==> src/rtl/imem_loader_pkg.sv <==
// Shared constants and state encoding for the instruction-memory loader,
// also used by the memory and PC logic.
package imem_loader_pkg;

  localparam int unsigned ADDR_W = 5;
  localparam int unsigned WORD_W = 16;
  localparam int unsigned DEPTH  = 32;
  localparam int unsigned BYTE_W = 8;
  localparam int unsigned CNT_W  = 6;

  typedef enum logic [2:0] {
    IDLE = 3'd0,
    HI   = 3'd1,
    LO   = 3'd2,
    WR   = 3'd3,
    CHK  = 3'd4
  } state_e;

endpackage

==> src/rtl/loader_ctrl.sv <==
// Load sequencer: FSM, remaining-word counter and running XOR checksum.
// Emits one-cycle event strobes that the top-level datapath acts on.
module loader_ctrl
  import imem_loader_pkg::*;
(
  input  logic              clk,
  input  logic              rst,
  input  logic              start_i,
  input  logic [ADDR_W-1:0] len_i,
  input  logic [BYTE_W-1:0] byte_i,
  input  logic              byte_valid_i,
  output state_e            state_o,
  output logic              byte_ready_c_o,
  output logic              start_acc_c_o,
  output logic              hi_xfer_c_o,
  output logic              lo_xfer_c_o,
  output logic              wr_c_o,
  output logic              chk_ok_c_o,
  output logic              chk_bad_c_o
);

  state_e            state_q, state_d;
  logic [CNT_W-1:0]  remaining_q, remaining_d;
  logic [BYTE_W-1:0] csum_q, csum_d;
  logic              xfer;

  assign state_o        = state_q;
  assign byte_ready_c_o = (state_q == HI) || (state_q == LO) || (state_q == CHK);
  assign xfer           = byte_ready_c_o && byte_valid_i;

  always_ff @(posedge clk or posedge rst) begin
    if (rst) begin
      state_q     <= IDLE;
      remaining_q <= '0;
      csum_q      <= '0;
    end else begin
      state_q     <= state_d;
      remaining_q <= remaining_d;
      csum_q      <= csum_d;
    end
  end

  always_comb begin
    state_d       = state_q;
    remaining_d   = remaining_q;
    csum_d        = csum_q;
    start_acc_c_o = 1'b0;
    hi_xfer_c_o   = 1'b0;
    lo_xfer_c_o   = 1'b0;
    wr_c_o        = 1'b0;
    chk_ok_c_o    = 1'b0;
    chk_bad_c_o   = 1'b0;
    case (state_q)
      IDLE: begin
        if (start_i) begin
          // A length of zero encodes a full-memory load.
          remaining_d   = (len_i == '0) ? CNT_W'(DEPTH) : CNT_W'(len_i);
          csum_d        = '0;
          start_acc_c_o = 1'b1;
          state_d       = HI;
        end
      end
      HI: begin
        if (xfer) begin
          csum_d      = csum_q ^ byte_i;
          hi_xfer_c_o = 1'b1;
          state_d     = LO;
        end
      end
      LO: begin
        if (xfer) begin
          csum_d      = csum_q ^ byte_i;
          lo_xfer_c_o = 1'b1;
          state_d     = WR;
        end
      end
      WR: begin
        wr_c_o      = 1'b1;
        remaining_d = remaining_q - CNT_W'(1);
        state_d     = (remaining_q == CNT_W'(1)) ? CHK : HI;
      end
      CHK: begin
        if (xfer) begin
          chk_ok_c_o  = (byte_i == csum_q);
          chk_bad_c_o = (byte_i != csum_q);
          state_d     = IDLE;
        end
      end
      default: state_d = IDLE;
    endcase
  end

endmodule

==> src/rtl/imem_loader.sv <==
// Instruction-memory loader top: assembles big-endian words from a byte stream,
// drives the memory write port and holds the core until a clean load completes.
module imem_loader
  import imem_loader_pkg::*;
(
  input  logic              clk,
  input  logic              rst,
  input  logic              start,
  input  logic [ADDR_W-1:0] len,
  input  logic [BYTE_W-1:0] byte_in,
  input  logic              byte_valid,
  output logic              byte_ready,
  output logic              imem_we,
  output logic [ADDR_W-1:0] imem_addr,
  output logic [WORD_W-1:0] imem_wdata,
  output logic              cpu_hold,
  output logic              busy,
  output logic              done,
  output logic              err
);

  state_e            state;
  logic              start_acc, hi_xfer, lo_xfer, wr, chk_ok, chk_bad;
  logic [BYTE_W-1:0] hi_q, hi_d;
  logic [ADDR_W-1:0] word_idx_q, word_idx_d;
  logic [ADDR_W-1:0] addr_q, addr_d;
  logic [WORD_W-1:0] wdata_q, wdata_d;
  logic              done_q, done_d;
  logic              err_q, err_d;
  logic              hold_q, hold_d;

  loader_ctrl u_ctrl (
    .clk           (clk),
    .rst           (rst),
    .start_i       (start),
    .len_i         (len),
    .byte_i        (byte_in),
    .byte_valid_i  (byte_valid),
    .state_o       (state),
    .byte_ready_c_o(byte_ready),
    .start_acc_c_o (start_acc),
    .hi_xfer_c_o   (hi_xfer),
    .lo_xfer_c_o   (lo_xfer),
    .wr_c_o        (wr),
    .chk_ok_c_o    (chk_ok),
    .chk_bad_c_o   (chk_bad)
  );

  assign imem_we    = (state == WR);
  assign busy       = (state != IDLE);
  assign imem_addr  = addr_q;
  assign imem_wdata = wdata_q;
  assign done       = done_q;
  assign err        = err_q;
  assign cpu_hold   = hold_q;

  always_ff @(posedge clk or posedge rst) begin
    if (rst) begin
      hi_q       <= '0;
      word_idx_q <= '0;
      addr_q     <= '0;
      wdata_q    <= '0;
      done_q     <= 1'b0;
      err_q      <= 1'b0;
      hold_q     <= 1'b1;
    end else begin
      hi_q       <= hi_d;
      word_idx_q <= word_idx_d;
      addr_q     <= addr_d;
      wdata_q    <= wdata_d;
      done_q     <= done_d;
      err_q      <= err_d;
      hold_q     <= hold_d;
    end
  end

  // Address/data are staged on the low-byte transfer so they are valid throughout WR.
  always_comb begin
    hi_d       = hi_q;
    word_idx_d = word_idx_q;
    addr_d     = addr_q;
    wdata_d    = wdata_q;
    done_d     = chk_ok;
    err_d      = err_q;
    hold_d     = hold_q;
    if (start_acc) begin
      word_idx_d = '0;
      err_d      = 1'b0;
      hold_d     = 1'b1;
    end
    if (hi_xfer) hi_d = byte_in;
    if (lo_xfer) begin
      wdata_d = {hi_q, byte_in};
      addr_d  = word_idx_q;
    end
    if (wr)      word_idx_d = word_idx_q + ADDR_W'(1);
    if (chk_ok)  hold_d = 1'b0;
    if (chk_bad) err_d = 1'b1;
  end

endmodule

==> config.mk <==
export PLATFORM = sky130hd
export DESIGN_NAME = imem_loader
export DESIGN_NICKNAME = d
export VERILOG_FILES = /design/src/rtl/imem_loader_pkg.sv /design/src/rtl/loader_ctrl.sv /design/src/rtl/imem_loader.sv
export SDC_FILE = /design/constraint.sdc
export NUM_CORES = 1
export LEC_CHECK = 0
export CORE_ASPECT_RATIO = 0.75
export CORE_MARGIN = 2
export CORE_UTILIZATION = 60
export DETAILED_ROUTE_END_ITERATION = 6
export DONT_BUFFER_PORTS = 1
export PLACE_DENSITY = 0.75
export SYNTH_ARGS = -nofsm -noshare
export SYNTH_HDL_FRONTEND = slang
export SYNTH_SLANG_ARGS = --single-unit
==> constraint.sdc <==
create_clock -name clk -period 2.4 [get_ports clk]
set_input_delay 0.48 -clock clk [delete_from_list [all_inputs] [get_ports clk]]
set_output_delay 0.48 -clock clk [all_outputs]
set_load 0.02 [all_outputs]
Word level (Yosys, flattened, before mapping)
Index checks and enable logic that the tools add are counted.
Widths: inputs -> output; s select.
- add/sub/neg operators: 2
- multiplexer cells: 28
- reduce and logical (&&, ||, !) cells: 15
- equality and inequality tests: 12
- bitwise operators: 1
- operators with widths (cell ; number):
    $mux 8 ; 2
    $pmux 8 s2 ; 1
    $mux 3 ; 5
    $pmux 3 s5 ; 1
    $mux 1 ; 14
    $mux 6 ; 2
    $pmux 6 s2 ; 1
    $mux 5 ; 2
    $reduce_bool 2->1 ; 5
    $eq 8x8->1 ; 1
    $ne 2x1->1 const B ; 4
    $ne 8x8->1 ; 1
    $xor 8x8->8 ; 1
    $eq 3x2->1 const B ; 2
    $eq 6x1->1 const B ; 1
    $sub 6x1->6 const B ; 1
    $add 5x1->5 const B ; 1
    $logic_not 5->1 ; 1
    $reduce_and 4->1 ; 1
    $eq 3x1->1 const B ; 1
    $eq 3x3->1 const B ; 1
    $logic_not 3->1 ; 1
    $reduce_and 3->1 ; 1
    $reduce_bool 3->1 ; 1
    5 further kinds ; 6
- input port bits: 17
- word-level logic and storage cells: 68
- output and inout port bits: 27
- register bits after elaboration: 54

Depth between registers and ports, before layout
Gate-level depths: netlist of run 1.
- depth in word-level cells: 7
- depth in mapped cells: 7

By module
A second synthesis of run 1 with hierarchy kept.
- cell total of the unflattened synthesis: 209
- area, all modules: 2631.3 um^2
- modules (own cells, without submodules) (module ; cells each ; area each (um^2) ; times used):
    imem_loader ; 95 ; 1517.7 ; 1
    loader_ctrl ; 114 ; 1113.6 ; 1

Least setup slack after synthesis of run 1
OpenSTA, ideal clock, no wires.
- path kind: reg2out
- start point: register u_ctrl.state_q[1] (netlist: u_ctrl.state_o[1])
- end point: output port byte_ready
- path slack: 532 ps
- stages on the path, launching flop included: 5
- arrival time: 1388 ps
- data required time: 1920 ps
- path buffers: 2
- cells stage by stage: dfrtp_1 buf_4 xnor2_1 buf_2 o21ai_0
- word-level cells in the longest chain between the ends: 3
- ends and longest elaborated chain (what ; RTL line ; text):
    from (decl) ; loader_ctrl.sv:22 ; state_e state_q, state_d;
    from (signal assigned) ; loader_ctrl.sv:37 ; state_q <= state_d;
    $eq 3x1->1 / $eq 3x2->1 (equally long branches) ; loader_ctrl.sv:28 ; assign byte_ready_c_o = (state_q == HI) || (state_q == LO) || (state_q == CHK);
    $logic_or 1x1->1 ; loader_ctrl.sv:28 ;
    $logic_or 1x1->1 * ; loader_ctrl.sv:28 ;
    to (decl) ; imem_loader.sv:12 ; output logic byte_ready,
Mark *: on every way between the ends. The rest lies on a longest branch, timed or not.

Worst setup path after layout of run 1
- start point: register u_ctrl.state_q[1] (netlist: u_ctrl.state_o[1])
- end point: output port imem_we
- word-level cells in the longest chain between the ends: 1
- ends and longest elaborated chain (what ; RTL line ; text):
    $eq 3x2->1 ; imem_loader.sv:49 ; assign imem_we = (state == WR);
    to (decl) ; imem_loader.sv:13 ; output logic imem_we,
Every way passes these cells.

==> metrics.cfg, run 1 <==
[synth]
synth_edf_count=0
syn_area_mm2=0.002512
synth_area_leaders=dfrtp_1 (53%), mux2_2 (12%), o21ai_0 (5.0%), xor2_1 (2.8%), nand2_1 (2.7%)
ys_types=42
ys_ff_latch=54
yosysWarnings=0
avgSynthCellArea_um2=11.69
synth_nets=235
synthCells=215
synth.yosys.seq_area_share_pct=53.83
async_reset_ff_share_pct=100.0
synth_top_area_cell=dfrtp_1
ys.flop_type=dfrtp_1
synth_top_area_share_pct=52.79

[pwr]
peakVddDrop_uv=665.6
leakage_nw=1.156
power_density_mw_per_mm2=1335

[final_layout]
fill_cells=291
syn_to_final_growth_pct=7.022
final_cell_count_no_fill=276
post-route-util_pct=66.74
layout.nets=240
stdcell_area_mm2=0.002689
layout_commonest_cell=dfrtp_1
final_cell_mix=dfrtp_1 (53), mux2_2 (27), o21ai_0 (25), nand2_1 (18), nor2_1 (11)
drive_gt1_share_pct=24.89
diodes=0

[sta]
hold_viol_final=0
fin_setup_tns_ns=0
rsz0062_at_grt=false
max_freq_ghz=0.4405
tightest_slew_ns=0.6391
drv_slew=0
min_period_ns=2.270
setup_viol=0
slew_headroom_pct=57.39
finClkSkew_ns=0.009866
period_share_pct=94.59

[critical_path]
worstPathArrival_ns=1.79
worstSetupPathType=flip-flop to output port
cp-start-kind=flip-flop
crit_path_end_kind=output port
path_max_fanout=13
crit_required_ns=1.92

[placement]
post-place-cells=268
place.gp.congestion=0.7997
io_buffers=0
place_area_mm2=0.002572
dpl.hpwl_um=3423

[global_route]
grt_pass1_wl_um=8086
gr-max-usage-layer=met2
antenna_found_initial=0
met3_usage_pct=7.704
grt_usage_pct=22.80
grt-ovfl-total=0
grt_pass1_vias=1667
grt_use_met1_pct=31.26
grt_max_degree=55
use_met2_pct=33.46

[clocking]
ctsRootBufferMaster=clkbuf_8
clk_latency_ns=0.31
cts-buffers-inserted=5
post_cts_resize_count=0
cts_buffer_depth=2
postCtsSetupBuffers=0
cts_tree=yes
cts-hold-fix-buffers=0
h-tree-depth=2
path_clk_slew_ns=0.10
clock-sinks=54

[floorplan]
fp.dieArea_mm2=0.004726
start_util_pct=62.36
ioPinCount=44
floorplan.rows=20
die_w_um=78.72
fp.coreArea_mm2=0.004029
die_h_um=60.04

[drt]
ant_nets=0
num_vias=1678
dr.pass1.iters=4
post_drt_via_cell_ratio=6.080
drcViolationCount=0
drt_iter0_markers=195
wl_per_cell_um=17.42
routed_wirelength_um=4807

[status]
status=finished clean

[run]
drv_cap=0

[min_path]
hp-class=input port to async pin

[metrics by stage]
step | power, mW | hold WS, ns | setup slack (ns)
2_1_floorplan | 2.692 | 0.4516 | 0.5321
3_3_place_gp | 2.887 | 0.4780 | 0.6111
3_5_place_dp | 2.983 | 0.4802 | 0.4765
4_1_cts | 3.612 | 0.2309 | 0.1702
5_1_grt | 3.823 | 0.2554 | 0.05179
6_report | 3.589 | 0.2148 | 0.1298
[worst paths after layout]
check | from | to | slack, ns | cells past startpoint
worst max-delay path | u_ctrl.state_o[1]$_DFFE_PP0P_ | imem_we | 0.13 | 3
worst min register to register | word_idx_q[4]$_DFFE_PP0P_ | word_idx_q[4]$_DFFE_PP0P_ | 0.51 | 1
min in group clk | byte_valid | u_ctrl.state_o[2]$_DFFE_PP0P_ | 0.26 | 1
max in group asynchronous | rst | imem_wdata[0]$_DFFE_PP0P_ | 1.76 | 2
worst min-delay path | rst | u_ctrl.csum_q[2]$_DFFE_PP0P_ | 0.21 | 2
worst max register to register | u_ctrl.state_o[1]$_DFFE_PP0P_ | u_ctrl.csum_q[0]$_DFFE_PP0P_ | 0.47 | 4
[Yosys cell counts (2+ instances only)]
cell	n
dfrtp_1	53
mux2_2	27
o21ai_0	25
nand2_1	18
nor2_1	12
nor3_1	9
xor2_1	8
inv_1	5
a21oi_1	4
nand3_1	4
nand4_1	4
a211oi_1	3
buf_2	3
buf_4	3
ha_1	3
nand2b_1	3
a311oi_2	2
buf_6	2
mux2_1	2
nor4_1	2
or3_1	2
[per-layer routing]
| layer | routed length, um | part of all wire (%) |
|---|---|---|
| met5 | 0 | 0 |
| met2 | 2211 | 46 |
| met3 | 392 | 8.2 |
| met1 | 2103 | 44 |
| met4 | 99 | 2.1 |
[report_power, final]
group / leakage (nW) / internal [mW] / switching (mW)
registers: 0.667 / 1.29 / 0.543
clock network: 0.0587 / 0.316 / 0.303
logic: 0.431 / 0.545 / 0.589
total: 1.16 / 2.15 / 1.44
[area by class of cell]
cell class	instances	area [um^2]	share of cell area (%)
repair buffers	7	52.55	1.954
flip-flops and latches	54	1353	50.30
inverters	5	18.77	0.6980
clock buffers	5	68.82	2.559
multi-input cells	147	1080	40.16
clock inverters	3	47.55	1.768
well taps	55	68.82	2.559
[worst max-delay path, stage by stage, from the launching register on]
cell and delay [ns]:
dfrtp_1 0.68, nand3b_4 0.21, inv_1 0.35, buf_4 0.23
[flip-flops by register name, indices dropped and copies added (netlist names)]
name                flops
cpu_hold                1
done                    1
err                     1
hi_q                    8
imem_addr               5
imem_wdata             16
u_ctrl.csum_q           8
u_ctrl.remaining_q      6
u_ctrl.state_o          3
word_idx_q              5
[cell families (layout without fill, tap and decap cells)]
family	Yosys count	count (layout)	share of synthesized area, %
xor+xnor	9	9	3.138
buf+inv	14	20	3.286
mux	29	29	13.00
compound gates	42	42	10.76
flops	54	54	53.83
fa+ha+maj	3	3	1.494
simple gates	64	64	14.49
Power figures use the tool's default switching activity.
==> inputs of run 2 (changes only) <==
--- a/config.mk
+++ b/config.mk
@@ -11,6 +11,7 @@
 export DETAILED_ROUTE_END_ITERATION = 6
 export DONT_BUFFER_PORTS = 1
 export PLACE_DENSITY = 0.75
+export SKIP_LAST_GASP = 1
 export SYNTH_ARGS = -nofsm -noshare
 export SYNTH_HDL_FRONTEND = slang
 export SYNTH_SLANG_ARGS = --single-unit
==> results of run 2 <==
No change in the layout: final DEF, timing and power equal those of run 1.
==> inputs of run 3 (changes only) <==
--- a/config.mk
+++ b/config.mk
@@ -10,6 +10,7 @@
 export CORE_UTILIZATION = 60
 export DETAILED_ROUTE_END_ITERATION = 6
 export DONT_BUFFER_PORTS = 1
+export HOLD_SLACK_MARGIN = 0.12
 export PLACE_DENSITY = 0.75
 export SKIP_LAST_GASP = 1
 export SYNTH_ARGS = -nofsm -noshare
==> results of run 3 <==
No change in the layout: final DEF, timing and power equal those of run 1.
